## src/rtl/benes_loop_setter.sv

```systemverilog
// Looping-algorithm engine that sets the outer switches of an N-port Benes net.
// Define PERM_CHECK_EN to add a duplicate-entry check and the perm_err port.
module benes_loop_setter #(
    parameter  int LOGN = 3,
    localparam int N    = 2 ** LOGN
) (
    input  logic                clk,
    input  logic                rst_n,
    input  logic                start,
    input  logic [N*LOGN-1:0]   perm_in,
    output logic                ready,
    output logic                busy,
    output logic                done,
    output logic [N/2-1:0]      in_sw,
    output logic [N/2-1:0]      out_sw
`ifdef PERM_CHECK_EN
    ,
    output logic                perm_err
`endif
);

    localparam int H = N / 2;

    typedef logic [LOGN-1:0] idx_t;
    typedef logic [LOGN-2:0] sw_t;

    typedef enum logic [2:0] {
        IDLE,
        LOAD,
        SEEK,
        WALK,
        DONE
    } state_t;

    state_t         state_q, state_d;
    idx_t           p_q [N];
    idx_t           q_q [N];
    idx_t           k_q, k_d;
    logic [H-1:0]   visited_q, visited_d;
    logic [N-1:0]   colour_q, colour_d;
    logic [H-1:0]   in_sw_q, in_sw_d;
    logic [H-1:0]   out_sw_q, out_sw_d;

    idx_t           k_x;
    idx_t           nxt;
    logic [H-1:0]   vis_walk;
    logic [N-1:0]   col_walk;
    logic           walk_hit;
    logic           all_vis;
    sw_t            seek_s;
    logic           dup;

    // One WALK step: colour the current switch, then follow the chain.
    always_comb begin
        k_x      = k_q ^ idx_t'(1);
        nxt      = q_q[p_q[k_x] ^ idx_t'(1)];
        vis_walk = visited_q;
        vis_walk[k_q[LOGN-1:1]] = 1'b1;
        col_walk = colour_q;
        col_walk[k_q] = 1'b0;
        col_walk[k_x] = 1'b1;
        walk_hit = vis_walk[nxt[LOGN-1:1]];
        all_vis  = &vis_walk;
    end

    always_comb begin
        seek_s = '0;
        for (int s = H - 1; s >= 0; s--) begin
            if (!visited_q[s]) seek_s = sw_t'(s);
        end
    end

`ifdef PERM_CHECK_EN
    logic [N-1:0] hit;
    logic         perm_err_q;

    always_comb begin
        hit = '0;
        dup = 1'b0;
        for (int i = 0; i < N; i++) begin
            if (hit[p_q[i]]) dup = 1'b1;
            hit[p_q[i]] = 1'b1;
        end
    end

    always_ff @(posedge clk or negedge rst_n) begin
        if (!rst_n) begin
            perm_err_q <= 1'b0;
        end else if (state_q == IDLE && start) begin
            perm_err_q <= 1'b0;
        end else if (state_q == LOAD) begin
            perm_err_q <= dup;
        end
    end

    assign perm_err = perm_err_q;
`else
    assign dup = 1'b0;
`endif

    always_ff @(posedge clk or negedge rst_n) begin
        if (!rst_n) begin
            state_q <= IDLE;
        end else begin
            state_q <= state_d;
        end
    end

    always_comb begin
        state_d = state_q;
        unique case (state_q)
            IDLE: begin
                if (start) state_d = LOAD;
            end
            LOAD: begin
                state_d = dup ? DONE : SEEK;
            end
            SEEK: begin
                state_d = WALK;
            end
            WALK: begin
                if (walk_hit) state_d = all_vis ? DONE : SEEK;
            end
            DONE: begin
                state_d = IDLE;
            end
            default: begin
                state_d = IDLE;
            end
        endcase
    end

    always_comb begin
        ready = 1'b0;
        busy  = 1'b0;
        done  = 1'b0;
        unique case (state_q)
            IDLE:             ready = 1'b1;
            LOAD, SEEK, WALK: busy  = 1'b1;
            DONE:             done  = 1'b1;
            default:          ;
        endcase
    end

    // Switch settings are latched on entry to DONE so they are valid with done.
    always_comb begin
        k_d       = k_q;
        visited_d = visited_q;
        colour_d  = colour_q;
        in_sw_d   = in_sw_q;
        out_sw_d  = out_sw_q;
        unique case (state_q)
            LOAD: begin
                visited_d = '0;
                colour_d  = '0;
                in_sw_d   = '0;
                out_sw_d  = '0;
            end
            SEEK: begin
                k_d = {seek_s, 1'b0};
            end
            WALK: begin
                visited_d = vis_walk;
                colour_d  = col_walk;
                if (!walk_hit) begin
                    k_d = nxt;
                end else if (all_vis) begin
                    for (int s = 0; s < H; s++) begin
                        in_sw_d[s]  = col_walk[2*s];
                        out_sw_d[s] = col_walk[q_q[2*s]];
                    end
                end
            end
            default: ;
        endcase
    end

    always_ff @(posedge clk or negedge rst_n) begin
        if (!rst_n) begin
            for (int i = 0; i < N; i++) begin
                p_q[i] <= '0;
                q_q[i] <= '0;
            end
            k_q       <= '0;
            visited_q <= '0;
            colour_q  <= '0;
            in_sw_q   <= '0;
            out_sw_q  <= '0;
        end else begin
            if (state_q == IDLE && start) begin
                for (int i = 0; i < N; i++) begin
                    p_q[i] <= perm_in[i*LOGN +: LOGN];
                end
            end
            if (state_q == LOAD) begin
                for (int i = 0; i < N; i++) begin
                    q_q[p_q[i]] <= idx_t'(i);
                end
            end
            k_q       <= k_d;
            visited_q <= visited_d;
            colour_q  <= colour_d;
            in_sw_q   <= in_sw_d;
            out_sw_q  <= out_sw_d;
        end
    end

    assign in_sw  = in_sw_q;
    assign out_sw = out_sw_q;

endmodule

```

## config.mk

```make
export PLATFORM = sky130hd
export DESIGN_NAME = benes_loop_setter
export DESIGN_NICKNAME = d
export VERILOG_FILES = /design/src/rtl/benes_loop_setter.sv
export SDC_FILE = /design/constraint.sdc
export NUM_CORES = 1
export LEC_CHECK = 0
export CAP_MARGIN = 10
export CORE_MARGIN = 2
export CORE_UTILIZATION = 63
export CTS_BUF_LIST = sky130_fd_sc_hd__clkbuf_4
export CTS_CLUSTER_SIZE = 14
export DETAILED_ROUTE_END_ITERATION = 10
export GPL_ROUTABILITY_DRIVEN = 0
export PLACE_DENSITY = 0.85
export SETUP_SLACK_MARGIN = 0.02
export SYNTH_ARGS = -nofsm -noshare
export SYNTH_HDL_FRONTEND = slang
export SYNTH_SLANG_ARGS = --single-unit
```

## constraint.sdc

```tcl
create_clock -name clk -period 5.3 [get_ports clk]
set_input_delay 1.59 -clock clk [delete_from_list [all_inputs] [get_ports clk]]
set_output_delay 1.59 -clock clk [all_outputs]
set_load 0.005 [all_outputs]
```

=== After elaboration in Yosys (flattened, before gate mapping) ===
Index checks and enable logic that the tools add are counted.

* Flip-flop bits (word level): 74
* Output and inout bits: 11
* Latch bits: 0
* Memory bits (writable): 0
* ROM bits: 0
* Memories: 0

* Divide/modulo/power cells: 0
* Order comparisons: 29
* Bitwise operators: 37
* $add $sub $neg: 0
* Shifts and indexed selects: 0
* Reductions and logical operators: 20
* $mul: 0
* Muxes and demuxes: 59
* Equality and inequality tests: 8

{| class="wikitable"
|+ Operators by type and width
! operator !! number
|-
| demux 3 bit (select 3 bit) || 8
|-
| AND 16 bit || 3
|-
| 2-to-1 mux 3 bit || 16
|-
| inverter 16 bit || 3
|-
| OR 16 bit || 3
|-
| greater-or-equal comparator 4 bit (second input constant) || 10
|-
| inverter 3 -> 4 bit || 10
|-
| AND 8 bit || 4
|-
| less-than comparator 4 x 1 -> 1 bit (second input constant) || 8
|-
| inverter 8 bit || 4
|-
| OR 8 bit || 4
|-
| AND 24 bit || 1
|-
| less-than comparator 3 x 4 -> 1 bit (second input constant) || 6
|-
| inverter 24 bit || 1
|-
| OR 24 bit || 1
|-
| one-hot mux 4 bit (2 select lines) || 3
|-
| binary-select mux 3 bit (select 3 bit) || 2
|-
| 2-to-1 mux 4 bit || 4
|-
| one-hot mux 8 bit (2 select lines) || 1
|-
| binary-select mux 1 bit (select 3 bit) || 4
|-
| logical AND 1 bit || 12
|-
| one-hot mux 3 bit (4 select lines) || 1
|-
| 2-to-1 mux 1 bit || 11
|-
| 2-to-1 mux 2 bit || 4
|-
| 19 further kinds || 29
|}

=== Logic depth before layout (Yosys ltp) ===
* Depth in word-level cells: 14
* Mapped depth: 10
* Depth with buffers taken out: 8

=== Least setup slack after synthesis ===
OpenSTA, ideal clock, no wires.

* Kind: reg2reg
* Start: register k_q[0]
* End: register k_q[1]
* Path slack: 2.415 ns
* Required time: 5.175 ns
* Clock period less this slack: 2.885 ns
* Cell stages (with the launch flop): 11
* Data arrival time: 2.760 ns
* Cells stage by stage: dfrtp_1 > buf_6 > mux2i_1 > mux4_2 > buf_6 > mux2i_1 > mux4_2 > nand2_1 > a21oi_2 > a2111oi_4 > mux2_4

* Word-level cells in the longest chain between the ends: 14
* Elaborated cells on any way between the ends: 16

{| class="wikitable"
|+ RTL lines
! item !! RTL line !! RTL
|-
| from (decl) || 38 || <nowiki>idx_t k_q, k_d;</nowiki>
|-
| from (signal assigned) || 200 || <nowiki>k_q <= k_d;</nowiki>
|-
| inverter 1 bit (no line) * || - ||
|-
| inverter 3 -> 4 bit (implied by the code) * || 56 || <nowiki>nxt = q_q[p_q[k_x] ^ idx_t'(1)];</nowiki>
|-
| binary-select mux 3 bit (select 3 bit) * || 56 ||
|-
| 2-to-1 mux 3 bit (implied by the code) * (2 in a row) || 56 ||
|-
| inverter 1 bit (no line) || - ||
|-
| inverter 3 -> 4 bit (implied by the code) * || 56 ||
|-
| binary-select mux 3 bit (select 3 bit) * || 56 ||
|-
| 2-to-1 mux 3 bit (implied by the code) * (2 in a row) || 56 ||
|-
| binary-select mux 1 bit (select 2 bit) || 62 || <nowiki>walk_hit = vis_walk[nxt[LOGN-1:1]];</nowiki>
|-
| 2-to-1 mux 1 bit (implied by the code) || 62 ||
|-
| != test 2 bit (no line) || - ||
|-
| AND reduction 2 bit (no line) || - ||
|}

Every way passes the cells marked *; elsewhere a longest branch is shown, timed or not. The select of a mux whose other input is x is not followed.
A chain may end at the register's enable or synchronous reset.

=== Final worst setup path ===
* Start: register k_q[0]
* End: register k_q[0]

Same word-level chain as after synthesis.

==> flow_summary.toml <==
[timing]
final.min_clock_period_ps = 3450
setup_tns_ps = 0
slew_viol_final = 0
fin_crit_sh_pct = 65.0
final-setup-viol-count = 0
worst_slew_pin_slew_ps = 1140
finalHoldViolCount = 0
fin_skew_ps = 13.7
timing.fmax_ghz = 0.290
rsz0062_at_grt = "false"
slew_headroom_pct = 23.9

[global_route]
grt_pass1_wl_um = 20900
gr-total-overflow = 0
grt_max_degree = 39
track_usage_pct = 32.1
antenna_found_initial = 0
grt_pass1_vias = 4203

[synth]
syn_inst = 515
ys_top_cells_by_area = "dfrtp_1 (39%), mux4_2 (6.7%), nand2_1 (6.7%)"
syn_nets = 542
synth_edf_count = 0
synth_top_cell_area_share_pct = 39.2
seq_area_frac_synth_pct = 39.2
synth_async_sr_flop_share_pct = 100
ys_warn_count = 0
syn-cell-area_mm2 = 0.00472
yosysTopAreaCell = "dfrtp_1"
synth.distinct_cells = 53
ys.flop_type = "dfrtp_1"
yosys_register_bits = 74
avgSynthCellArea_um2 = 9.16

[clock_network]
cts_resized = 0
root_buffer = "clkbuf_4"
cts_sinks = 74
clockBufferDepth = 2
cts_tree = "built"
holdBufCountCts = 0
cts.clk_slew.worst_paths_ps = 110
clock_latency_ps = 420
cts_buffers = 9
h-tree-depth = 3
post_cts_buffers = 0

[drt]
drtIter0Drc = 360
post_drt_wl_per_cell_um = 19.9
drt-pass1-iter-count = 5
wirelength_um = 12600
post-route-drc-count = 0
drtAntennaViolNets = 0
vias = 4279
vias_per_cell = 6.76

[pwr]
leakage_nw = 2.23
ir_drop_v = 0.000392
power_w = 0.00399
cellPowerDensity_mw_per_mm2 = 766

[layout]
post-route-util_pct = 71.8
fin_area_mm2 = 0.00521
diodes = 0
fin_nets = 557
drive_above_1_share_pct = 8.61
syn2layout_area_growth_pct = 10.3

[setup_path]
crit_chain = "mux2i_1 -> mux4_2 -> mux2i_1 -> mux4_2 -> nand2_1 -> a21oi_2 -> a2111oi_4 -> mux2_4"
slowest_stage = "dfrtp_1"
reg2regPathDepth = 8
path_class = "reg2reg"
path_max_fanout = 16
cpPeakStageDelay_ps = 790
end_kind = "flop"
reg2reg_from = "k_q[0]"
r2r_end = "k_q[0]"
required_ps = 5610
ff2ff_setup_slack_ps = 1850
crit_path_start_kind = "flop"
cp_data_arrival_time_ps = 3760

[min_path]
hp-start = "in_sw[0]"
min_path_type = "reg2reg"
holdPathEnd = "in_sw[0]"
worst_hold_path.num_cells = 2

[run_status]
status = "finished, final reports clean"

[die]
die_area_mm2 = 0.00820
fp.coreArea_mm2 = 0.00725
dieHeight_um = 90.5
start_util_pct = 65.1
rows = 31
die_x_um = 90.5
io_pins = 38

[place]
dpl_cell_area_mm2 = 0.00506
io_buffers = 37
place_hpwl_um = 8700

[flow_run]
drv_cap = 0
cells in the mapped netlist (all sizes together) (7+ instances only):
cell type	number
dfrtp	74
buf	8
or3	8
mux4	14
mux2	27
mux2i	20
nor3b	7
inv	12
nand2	84
o21ai	70
nor3	10
nand3	16
nor2	35
o22ai	7
a21oi	23
a22o	10
clkbuf	27
cells in the final DEF (no fill, tap or decap), types with 3 or more instances in the layout:
cell,synthesis,final
nand2b_1,5,5
mux2_1,21,21
o31ai_1,3,3
o21ai_0,45,45
mux2_2,3,3
a2bb2oi_1,3,3
nor2_1,34,34
mux4_2,14,14
o211ai_1,3,3
clkbuf_4,0,9
clkdlybuf4s50_1,0,36
nor2b_1,6,6
inv_1,11,11
nor3_1,10,10
o22ai_1,7,7
or3_1,8,8
o21a_1,3,3
o21ai_1,25,25
nand3_1,16,16
mux2_4,3,3
a31oi_1,4,4
a21o_1,3,3
nand3b_1,5,5
and3b_1,3,3
dfrtp_1,74,74
nand2_1,84,84
mux2i_1,18,18
nor3b_1,7,7
a22o_1,9,9
and2_1,5,5
a21oi_1,22,22
sequential cells by signal, summed over array words and instances (netlist names):
name / flops
colour_q: 8
in_sw: 4
k_q: 3
out_sw: 4
p_q: 24
q_q: 24
state_q: 3
visited_q: 4
how the worst max path moves through the flow:
stage | from | endpoint | slack, ps | depth (start not counted)
2_1_floorplan | k_q[0] | k_q[1] | 2420 | 10
3_3_place_gp | start | p_q[23] | 1860 | 3
3_5_place_dp | start | p_q[23] | 1800 | 3
4_1_cts | k_q[0] | k_q[1] | 1900 | 8
5_1_grt | k_q[0] | k_q[2] | 1780 | 8
6_report | k_q[0] | k_q[0] | 1850 | 8
stage by stage:
stage | setup slack (ps) | std cells | hold slack, ps
3_3_place_gp | 1860 | 618 | 461
4_1_cts | 1900 | 633 | 498
6_report | 1850 | 633 | 493
2_1_floorplan | 2420 | 515 | 438
3_5_place_dp | 1800 | 618 | 472
5_1_grt | 1780 | 633 | 527
layout make-up:
type                       instances  area [µm²]
multi-input combinational        394        2660
fill                             565        2050
sequential                        74        1850
timing repair buffer              39         380
tap                               99         124
clock inverter                     6        82.6
clock buffer                       9        67.6
inverter                          12        45.0
worst max-delay path, delay by kind of cell, from the launching register on:
| family | cells | cell delay [ps] |
|---|---|---|
| multiplexers | 5 | 1920 |
| AND/OR/NAND/NOR | 1 | 110 |
| flip-flops | 1 | 790 |
| AO/OA/AOI/OAI | 2 | 520 |
logic make-up after synthesis:
family | count (synthesis) | synth area share (%)
AND/OR/NAND/NOR | 188 | 18.7
AO/OA/AOI/OAI | 145 | 19.4
flip-flops | 74 | 39.2
multiplexers | 61 | 18.1
buffers and inverters | 47 | 4.48
where the power goes:
| part | total, W | switching, W | internal, W |
|---|---|---|---|
| Sequential | 0.00141 | 0.000585 | 0.000822 |
| Combinational | 0.00220 | 0.00111 | 0.00109 |
| Clock | 0.000384 | 0.000197 | 0.000187 |
| Total | 0.00399 | 0.00189 | 0.00210 |
metal layers:
layer	GRT usage (%)	vias to the layer above	part of all wire [%]
li1	-	1894	-
met1	40.7	1985	37
met2	52.7	320	48
met3	6.68	80	10
met4	15.3	0	5.1
met5	0	-	0
No activity file was read; power rests on OpenSTA's default activity.
